## src/rtl/exception_handler_pkg.sv

```systemverilog
// Shared definitions for the exception consumer: cause encodings, FSM states,
// counter widths and a saturating increment helper. Also used by the detector.
package exception_handler_pkg;

  localparam int unsigned CAUSE_W   = 3;
  localparam int unsigned EXC_CNT_W = 8;
  localparam int unsigned FCNT_W    = 3;

  localparam logic [CAUSE_W-1:0] CAUSE_NONE   = 3'd0;
  localparam logic [CAUSE_W-1:0] CAUSE_OPCODE = 3'd1;
  localparam logic [CAUSE_W-1:0] CAUSE_FUNCT  = 3'd2;
  localparam logic [CAUSE_W-1:0] CAUSE_REGDIR = 3'd3;
  localparam logic [CAUSE_W-1:0] CAUSE_OVF    = 3'd4;

  typedef enum logic [2:0] {
    IDLE    = 3'd0,
    FLUSH   = 3'd1,
    VECTOR  = 3'd2,
    HANDLER = 3'd3,
    RETURN  = 3'd4
  } exc_state_e;

  // Saturating increment for the exceptions-taken counter
  function automatic logic [EXC_CNT_W-1:0] sat_inc(input logic [EXC_CNT_W-1:0] v);
    return (v == {EXC_CNT_W{1'b1}}) ? v : v + EXC_CNT_W'(1);
  endfunction

endpackage

```

## src/rtl/exception_handler_exc_vector_gen.sv

```systemverilog
// Handler vector computation from the latched cause.
// EXC_VECTORED_EN: when defined, each cause gets its own 4-word slot above HANDLER_BASE.
module exc_vector_gen
  import exception_handler_pkg::*;
#(
  parameter int unsigned           PC_WIDTH     = 6,
  parameter logic [PC_WIDTH-1:0]   HANDLER_BASE = PC_WIDTH'(32)
) (
  input  logic [CAUSE_W-1:0]  i_cause,
  output logic [PC_WIDTH-1:0] o_vector_c
);

`ifdef EXC_VECTORED_EN
  localparam bit VECTORED = 1'b1;
`else
  localparam bit VECTORED = 1'b0;
`endif

  localparam int unsigned SUM_W = PC_WIDTH + CAUSE_W + 2;

  logic [CAUSE_W+1:0] w_slot;
  logic [SUM_W-1:0]   w_sum;

  // Slot offset is cause*4; sum is taken wide and truncated to wrap modulo 2^PC_WIDTH
  always_comb begin
    w_slot     = {i_cause, 2'b00};
    w_sum      = SUM_W'(HANDLER_BASE) + SUM_W'(w_slot);
    o_vector_c = VECTORED ? PC_WIDTH'(w_sum) : HANDLER_BASE;
  end

endmodule

```

## src/rtl/exception_handler.sv

```systemverilog
// Exception consumer: latches EPC/cause, flushes the pipeline, redirects fetch to
// the handler vector and back to EPC+PC_STEP on Eret. Vector mode: EXC_VECTORED_EN.
module exception_handler
  import exception_handler_pkg::*;
#(
  parameter int unsigned         PC_WIDTH     = 6,
  parameter int unsigned         FLUSH_CYCLES = 2,
  parameter logic [PC_WIDTH-1:0] HANDLER_BASE = PC_WIDTH'(32),
  parameter int unsigned         PC_STEP      = 1
) (
  input  logic                 clk,
  input  logic                 rst_n,
  input  logic [CAUSE_W-1:0]   ExceptionCause,
  input  logic [PC_WIDTH-1:0]  ExceptionPC,
  input  logic                 Eret,
  output logic                 ExcAck,
  output logic                 FlushIFID,
  output logic                 FlushIDEX,
  output logic                 FlushEXMEM,
  output logic                 PCWriteExc,
  output logic [PC_WIDTH-1:0]  ExcTarget,
  output logic [PC_WIDTH-1:0]  EPC,
  output logic [CAUSE_W-1:0]   CauseReg,
  output logic                 InHandler,
  output logic                 ExcLost,
  output logic [EXC_CNT_W-1:0] ExcCount
);

  exc_state_e            r_state;
  exc_state_e            w_state_nxt;
  logic [FCNT_W-1:0]     r_fcnt;
  logic [FCNT_W-1:0]     w_fcnt_nxt;
  logic                  w_accept;
  logic                  w_cause_hit;

  logic                  r_armed;
  logic [PC_WIDTH-1:0]   r_epc;
  logic [CAUSE_W-1:0]    r_cause;
  logic                  r_lost;
  logic [EXC_CNT_W-1:0]  r_count;
  logic                  r_ack;
  logic                  r_flush;
  logic                  r_pcw;
  logic [PC_WIDTH-1:0]   r_tgt;
  logic                  r_inh;

  logic [PC_WIDTH-1:0]   w_vector_c;
  logic [PC_WIDTH-1:0]   w_ret_target;
  logic [PC_WIDTH-1:0]   w_tgt_nxt;

  assign w_cause_hit  = (ExceptionCause != CAUSE_NONE);
  assign w_ret_target = r_epc + PC_WIDTH'(PC_STEP);

  exc_vector_gen #(
    .PC_WIDTH     (PC_WIDTH),
    .HANDLER_BASE (HANDLER_BASE)
  ) u_vector_gen (
    .i_cause    (r_cause),
    .o_vector_c (w_vector_c)
  );

  // FSM state and flush-length counter
  always_ff @(posedge clk or negedge rst_n) begin
    if (!rst_n) begin
      r_state <= IDLE;
      r_fcnt  <= '0;
    end else begin
      r_state <= w_state_nxt;
      r_fcnt  <= w_fcnt_nxt;
    end
  end

  always_comb begin
    w_state_nxt = r_state;
    w_fcnt_nxt  = r_fcnt;
    w_accept    = 1'b0;
    case (r_state)
      IDLE: begin
        if (w_cause_hit && r_armed) begin
          w_accept    = 1'b1;
          w_fcnt_nxt  = FCNT_W'(FLUSH_CYCLES);
          w_state_nxt = FLUSH;
        end
      end
      FLUSH: begin
        if (r_fcnt <= FCNT_W'(1)) begin
          w_state_nxt = VECTOR;
        end else begin
          w_fcnt_nxt = r_fcnt - FCNT_W'(1);
        end
      end
      VECTOR:  w_state_nxt = HANDLER;
      HANDLER: begin
        if (Eret) begin
          w_state_nxt = RETURN;
        end
      end
      RETURN:  w_state_nxt = IDLE;
      default: w_state_nxt = IDLE;
    endcase
  end

  // Redirect target for the cycle being entered; zero when no redirect is issued
  always_comb begin
    w_tgt_nxt = '0;
    if (w_state_nxt == VECTOR) begin
      w_tgt_nxt = w_vector_c;
    end else if (w_state_nxt == RETURN) begin
      w_tgt_nxt = w_ret_target;
    end
  end

  // Outputs are registered from the next state so they align with the state they describe
  always_ff @(posedge clk or negedge rst_n) begin
    if (!rst_n) begin
      r_armed <= 1'b1;
      r_epc   <= '0;
      r_cause <= '0;
      r_lost  <= 1'b0;
      r_count <= '0;
      r_ack   <= 1'b0;
      r_flush <= 1'b0;
      r_pcw   <= 1'b0;
      r_tgt   <= '0;
      r_inh   <= 1'b0;
    end else begin
      if (w_accept) begin
        r_epc   <= ExceptionPC;
        r_cause <= ExceptionCause;
        r_count <= sat_inc(r_count);
      end
      if (!w_cause_hit) begin
        r_armed <= 1'b1;
      end else if (w_accept) begin
        r_armed <= 1'b0;
      end
      if (w_cause_hit && (r_state != IDLE)) begin
        r_lost <= 1'b1;
      end
      r_ack   <= w_accept;
      r_flush <= (w_state_nxt == FLUSH);
      r_pcw   <= (w_state_nxt == VECTOR) || (w_state_nxt == RETURN);
      r_tgt   <= w_tgt_nxt;
      r_inh   <= (w_state_nxt == HANDLER);
    end
  end

  assign ExcAck     = r_ack;
  assign FlushIFID  = r_flush;
  assign FlushIDEX  = r_flush;
  assign FlushEXMEM = r_flush;
  assign PCWriteExc = r_pcw;
  assign ExcTarget  = r_tgt;
  assign EPC        = r_epc;
  assign CauseReg   = r_cause;
  assign InHandler  = r_inh;
  assign ExcLost    = r_lost;
  assign ExcCount   = r_count;

endmodule

```

## config.mk

```make
export PLATFORM = sky130hd
export DESIGN_NAME = exception_handler
export DESIGN_NICKNAME = d
export VERILOG_FILES = /design/src/rtl/exception_handler_pkg.sv /design/src/rtl/exception_handler_exc_vector_gen.sv /design/src/rtl/exception_handler.sv
export SDC_FILE = /design/constraint.sdc
export NUM_CORES = 1
export LEC_CHECK = 0
export CORE_UTILIZATION = 35
export CTS_CLUSTER_SIZE = 30
export DETAILED_ROUTE_END_ITERATION = 8
export PLACE_DENSITY = 0.68
export REMOVE_ABC_BUFFERS = 1
export SLEW_MARGIN = 20
export SYNTH_ARGS = -nofsm -noshare
export SYNTH_HDL_FRONTEND = slang
export SYNTH_SLANG_ARGS = --single-unit
```

## constraint.sdc

```tcl
create_clock -name clk -period 1.55 [get_ports clk]
set_input_delay 0.155 -clock clk [delete_from_list [all_inputs] [get_ports clk]]
set_output_delay 0.155 -clock clk [all_outputs]
set_load 0.01 [all_outputs]
```

Yosys cells after proc, flatten, opt, wreduce, memory -nomap -nowiden
Cells that the tools add are included.

storage, ports and cells
  register bits after elaboration = 35
  word-level logic and storage cells = 50
  bits of input ports = 12

cells by class
  $lt $le $gt $ge = 1
  reductions and logical operators = 9
  mux-type cells = 13
  eq/ne operators = 11
  add/sub/neg operators = 3
  bitwise gates (word level) = 1

operators by type and width
  kind                                                             count
  two-way mux 3 bit                                                5
  == test 3 x 2 -> 1 bit (second input constant)                   4
  two-way mux 6 bit                                                2
  one-hot mux 3 bit (4 select lines)                               1
  adder 8 x 1 -> 8 bit (second input constant)                     1
  == test 8 bit (second input constant)                            1
  adder 6 x 1 -> 6 bit (second input constant)                     1
  == test 3 x 1 -> 1 bit (second input constant)                   2
  inequality test 2 bit (second input constant)                    3
  one-hot mux 3 bit (2 select lines)                               1
  nonzero test 3 bit                                               2
  two-way mux 1 bit                                                4
  == test 3 bit (second input constant)                            1
  less-or-equal comparator 3 x 1 -> 1 bit (second input constant)  1
  logical NOT 3 bit                                                1
  AND reduction 3 bit                                              1
  subtractor 3 x 1 -> 3 bit (second input constant)                1
  logical AND 1 bit                                                2
  AND reduction 2 bit                                              1
  nonzero test 2 bit                                               1
  logical OR 1 bit                                                 1
  NOT 1 bit                                                        1

Depth between registers and ports, before layout
Gate-level depths: netlist of run 1.

  depth in word-level cells = 7
  depth in mapped cells = 5

By module
A second synthesis of run 1 with hierarchy kept.

second synthesis, totals
  cell total of the unflattened synthesis = 145
  area total of the unflattened synthesis = 1,545.2 µm²

modules (own cells, without submodules)
  module             times used  cells an instance  area each (µm²)
  exception_handler  1           137                1,492.7
  exc_vector_gen     1           8                  52.6

Worst setup path after synthesis of run 1
No wires, ideal clock.

  path type = register -> register
  start point = register r_state[2]
  end point = register r_count[6] (netlist: ExcCount[6])
  library setup time = 0.128 ns
  stages on the path, launching flop included = 5
  setup slack = 0.063 ns
  buffers on the path = 0
  clock period less this slack = 1.487 ns
  arrival = 1.359 ns
  path through = dfrtp_1 nor3_4 nand3_2 nor3_1 mux2_1

between the ends
  word-level cells in the longest chain between the ends = 3

ends and longest elaborated chain
  what                                  line                      text
  from (decl)                           exception_handler.sv:29   exc_state_e r_state;
  from (signal assigned)                exception_handler.sv:68   r_state <= w_state_nxt;
  logical NOT 3 bit                     exception_handler.sv:77   case (r_state)
  two-way mux 1 bit                     exception_handler.sv:77
  AND reduction 2 bit (no source line)  n/a
  to (signal assigned)                  exception_handler.sv:130  r_count <= sat_inc(r_count);
  to (decl)                             exception_handler.sv:40   logic [EXC_CNT_W-1:0] r_count;

No other way between the ends.
A chain may end at the register's enable or synchronous reset.

Worst setup path in the final report of run 1
  start point = register r_state[0]
  end point = register r_count[5] (netlist: ExcCount[5])

Same word-level chain as after synthesis.

==> results.txt, run 1 <==
Synth cell types - 30
largest net degree at the start of global routing - 36
post-detailed-route count of antenna-violating nets - 0
Mapped Cells - 131
commonest non-fill, non-tap cell in the layout - clkdlybuf4s50_1
buffer levels on the longest clock path - 2
Buf+Inv Stages, Crit Path - 1
# IOs - 42
Critical Path End - ExcCount[5]$_DFFE_PN0P_
Starting Density - 36.4%
post-DP HPWL - 2160 um
dpl ws - -0.170 ns
Arr. time, crit path - 1.68 ns
Main synth FF type - dfrtp_1
Pre-antenna DRT Iters - 4
Least-Margin Pin Slew - 0.498 ns
first-pass GRT wire length - 4710 um
CP Max Fanout - 4
slew margin rel. - 66.4%
Final Instance Count excl. Fillers - 234
CP peak stage delay - 0.43 ns
CTS tree - done
final period utilization - 95.9%
gate family responsible for the most delay along the worst path - simple AND/OR/NAND/NOR gates
fmax - 0.673 GHz
Overflow after GRT - 0
CTS buffer count - 5
Critical-path top delay cell - dfrtp_1
Syn Area/Cell - 11.1 sq um
cts hold-fix bufs - 0
DIE WIDTH - 66.5 um
Post-synth EDFFs - 0
Worst setup EP type - flip-flop
r2r endpoint - ExcCount[5]$_DFFE_PN0P_
Setup Skew - 0.00567 ns
# setup viols final - 0
status - complete, no violations
PwrDens - 1740 nW/um^2
Routed WL - 2950 um
Clock transition at path regs - 0.07 ns
crit path launch - r_state[0]$_DFF_PN0_
Core Area - 4000 sq um
ranking of synthesized cells by area - dfrtp_1 (58%), nand2_1 (7.7%), nand3_1 (3.1%), xnor2_1 (3.0%), xor2_1 (3.0%)
die area - 4420 sq um
# resized after CTS - 0
Layout Nets - 198
Vias/cell - 4.65
placed insts - 226
layout cell share with drive strength beyond 1 - 14.1%
Seq/Total Area, Yosys - 60.2%
asr flop ratio synth - 100%
final hold violation count - 0
top cell type by total area after synthesis - dfrtp_1
1st-iter DRT viols - 34
FF-to-FF Start - r_state[0]$_DFF_PN0_
Ys Warns - 0
fin worst setup slack - 0.0633 ns
gr busiest metal - met2
commonest non-fill, non-tap cells in the layout - clkdlybuf4s50_1 (41), dfrtp_1 (34), nand2_1 (30)
Worst R2R Path Depth - 5
Final Critical Period - 1.49 ns
post-synth top area share - 58.4%
Worst path depth - 5
# DRC - 0
DR WL/cell - 12.6 um
met2 Track Usage GR - 24.6%
Ant. Diodes - 0
CTS sink cnt - 35
Post-CTS Setup Bufs - 0
RSZ-0062 raised after global routing - true
Fillers - 342
Tightest Hold Check Type - primary input to async pin
Sequential Area - 877 sq um
Critical Path Source Type - flip-flop
crit path cell chain - nor3_4 -> buf_4 -> o2111ai_2 -> nor3_2 -> xor2_1
leak pwr - 0.968 nW
Final Wtd Congestion - 0.783
Post-Syn Area - 1460 sq um
row count - 23
synthesized flop and latch total - 35
port buffer count - 41
peak supply drop - 0.785 mV
Slew Viols, Final - 0
Critical Path RT - 1.75 ns
post-layout util - 52.4%
vias - 1088
H-tree Lvls - 2
Reg2Reg Setup Slack - 0.06 ns
total power - 3.65 mW
clk root buf - clkbuf_8
clk_lat worst skew - 0.28 ns
multi-input logic area - 562 sq um
layout overhead on the synthesized area - 43.8%
All-Layer GR Usage - 14.7%
GR Layer Usage met3 - 5.82%
Die Span Y - 66.5 um
max capacitance violation total - 0
antenna violations before repair - 0
met1 GRT Util - 17.1%
number of global-route vias before repair - 1042
WS Path Type - flip-flop to flip-flop
==> synthesized netlist by cell type (2+ instances only) <==
master / n
buf_4: 2
nor3_1: 4
xor2_1: 5
o21ai_0: 4
nand4_1: 3
inv_1: 6
dfrtp_1: 34
mux2_2: 3
nand3_1: 9
nor2_1: 6
nand2_1: 30
xnor2_1: 5
ha_1: 3
==> how the worst min path moves through the flow <==
stage	cells past startpoint	end
final	2	ExcCount[6]$_DFFE_PN0P_
after global routing	2	ExcCount[6]$_DFFE_PN0P_
after CTS	2	ExcCount[6]$_DFFE_PN0P_
after detailed placement	1	ExcLost$_DFFE_PN0P_
after global placement	1	ExcLost$_DFFE_PN0P_
after floorplan	0	CauseReg[0]$_DFFE_PN0P_
==> where the power goes <==
group,internal (mW),switching (mW)
clock,0.358,0.299
combinational,0.817,0.656
sequential,1.23,0.292
==> routing by layer <==
layer,routed length (um),vias to the layer above
met5,0,-
met4,0,0
met3,186,0
met2,1510,35
met1,1250,515
li1,-,538
==> kinds of logic (layout without fill, tap and decap cells) <==
| group | count (synthesis) | count (layout) | share of synthesized area, % |
|---|---|---|---|
| and+or+nand+nor | 59 | 59 | 19.8 |
| buffers and inverters | 10 | 63 | 3.18 |
| DFF | 35 | 35 | 60.2 |
| xor gates and xnor gates | 10 | 10 | 6.01 |
| adders and majority gates | 3 | 3 | 2.58 |
| AOI/OAI and AO/OA | 10 | 10 | 5.15 |
| muxes | 4 | 4 | 3.09 |
==> sequential cells by signal (all words and copies together), names as in the netlist <==
register    flops
EPC             6
FlushEXMEM      1
ExcCount        8
PCWriteExc      1
r_state         3
ExcAck          1
InHandler       1
CauseReg        3
r_armed         1
ExcLost         1
r_fcnt          3
ExcTarget       6
==> per-stage QoR <==
stage	setup TNS [ns]	hold WS, ns	instance area (sq um)
3_3_place_gp	-1.60	0.462	1970
5_1_grt	-0.0439	0.245	2090
6_report	0	0.233	2090
3_5_place_dp	-2.68	0.463	1970
2_1_floorplan	-0.0594	-0.141	1440
4_1_cts	0	0.233	2070
==> layout make-up <==
type / count / share of cell area (%)
Clock buffer: 7 / 4.12
Inverter: 7 / 1.25
Timing Repair Buffer: 48 / 22.7
Multi-Input combinational cell: 86 / 26.8
Tap cell: 50 / 2.99
Sequential cell: 35 / 41.9
Clock inverter: 1 / 0.239
(Power assumes the default switching activity.)
==> run 2, diff against run 1 <==
- CORE_UTILIZATION: 35 -> 37
- PLACE_DENSITY: 0.68 -> 0.71
- TNS_END_PERCENT: default -> 10
==> results.txt, run 2 (synthesis results as in run 1) <==
status - complete, no violations
peak supply drop - 0.830 mV
placed instance area - 1970 sq um
antenna violations before repair - 0
setup_tns - 0 ns
fin worst setup slack - 0.0596 ns
CP Max Fanout - 4
CTS sink cnt - 35
Vias/cell - 4.89
Final Critical Period - 1.49 ns
number of global-route vias before repair - 1125
FF-to-FF Start - r_state[0]$_DFF_PN0_
Pre-antenna DRT Iters - 4
1st-iter DRT viols - 24
layout cell share with drive strength beyond 1 - 16.1%
total power - 3.88 mW
Non-Filler Cell Area, Final - 2140 sq um
PwrDens - 1820 nW/um^2
Starting Density - 39.2%
buffer levels on the longest clock path - 2
first-pass GRT wire length - 4970 um
slew margin rel. - 65.4%
Die Span Y - 64.7 um
Final Instance Count excl. Fillers - 234
Worst setup EP type - flip-flop
All-Layer GR Usage - 16.1%
layout overhead on the synthesized area - 46.7%
max reg flops - 8
DIE WIDTH - 64.7 um
placed insts - 225
dpl ws - -0.175 ns
largest net degree at the start of global routing - 26
die area - 4190 sq um
final period utilization - 96.2%
Clock transition at path regs - 0.07 ns
Overflow after GRT - 0
clk root buf - clkbuf_8
Final Wtd Congestion - 0.811
# DRC - 0
Layout Nets - 200
Slew Viols, Final - 0
Critical Path RT - 1.76 ns
max capacitance violation total - 0
post-DP HPWL - 2250 um
crit path cell chain - nor3_4 -> buf_6 -> o2111ai_4 -> nor3_2 -> xor2_1
Arr. time, crit path - 1.70 ns
Critical-path top delay cell - dfrtp_2
WS Path Type - flip-flop to flip-flop
fmax - 0.671 GHz
port buffer count - 41
vias - 1144
CTS tree - done
# setup viols final - 0
# IOs - 42
crit path launch - r_state[0]$_DFF_PN0_
DR WL/cell - 12.9 um
Ant. Diodes - 0
Core Area - 3720 sq um
row count - 22
CTS buffer count - 5
commonest non-fill, non-tap cells in the layout - clkdlybuf4s50_1 (41), dfrtp_1 (33), nand2_1 (30)
post-detailed-route count of antenna-violating nets - 0
commonest non-fill, non-tap cell in the layout - clkdlybuf4s50_1
leak pwr - 0.986 nW
CP peak stage delay - 0.44 ns
Least-Margin Pin Slew - 0.514 ns
Tightest Hold Check Type - primary input to async pin
clk_lat worst skew - 0.29 ns
Setup Skew - 0.00972 ns
Routed WL - 3020 um
H-tree Lvls - 2
final hold violation count - 0
Critical Path Source Type - flip-flop
## run 2: layer usage
metal	vias to the layer above	track usage, %	part of all wire (%)
met5	-	0	0
met4	0	7.22	1.2
met3	3	7.39	6.2
met1	560	16.6	38
met2	37	27.6	55
li1	544	-	-
## run 2: worst paths after layout
kind,endpoint,slack (ns),depth (start not counted)
worst max-delay path,ExcCount[5]$_DFFE_PN0P_,0.06,5
worst min-delay path,ExcCount[3]$_DFFE_PN0P_,0.20,2
worst max register to register,ExcCount[5]$_DFFE_PN0P_,0.06,5
worst min register to register,ExcLost$_DFFE_PN0P_,0.50,1
max in group asynchronous,r_state[0]$_DFF_PN0_,1.03,2
min in group clk,EPC[5]$_DFFE_PN0P_,0.39,3
## run 2: stage by stage
stage               util [%]  hold WS, ns
CTS                     56.2        0.200
global placement        52.9        0.473
finish                  57.5        0.198
global route            57.5        0.197
detailed placement      52.9        0.473
floorplan                  -       -0.141
## run 2: cell type report
| cell class | count | area (sq um) |
|---|---|---|
| Clock buffer | 6 | 82.6 |
| Multi-Input combinational cell | 86 | 573 |
| Tap cell | 48 | 60.1 |
| Clock inverter | 2 | 35.0 |
| Timing Repair Buffer | 50 | 482 |
| Sequential cell | 35 | 878 |
| Fill cell | 310 | 1580 |
| Inverter | 7 | 26.3 |
## run 2: power breakdown
part / switching (mW) / leakage, nW / internal, mW / total, mW
clock: 0.322 / 0.0612 / 0.520 / 0.843
combinational: 0.679 / 0.478 / 0.842 / 1.52
sequential: 0.287 / 0.447 / 1.23 / 1.52
total: 1.29 / 0.986 / 2.59 / 3.88
## run 2: what timing repair did
item	4_1_cts	5_1_grt
gates resized for setup	1	7
endpoints found under the setup margin	1	3
pin swaps	0	5
hold buffers	0	0
setup buffers	0	1
endpoints found under the hold margin	0	0
## run 2: worst max-delay path, delay by kind of cell, from the launching register on
family                    cells  cell delay, ns
xor gates and xnor gates      1            0.17
and+or+nand+nor               2            0.52
buffers and inverters         1            0.15
AOI/OAI and AO/OA             1            0.13
DFF                           1            0.44
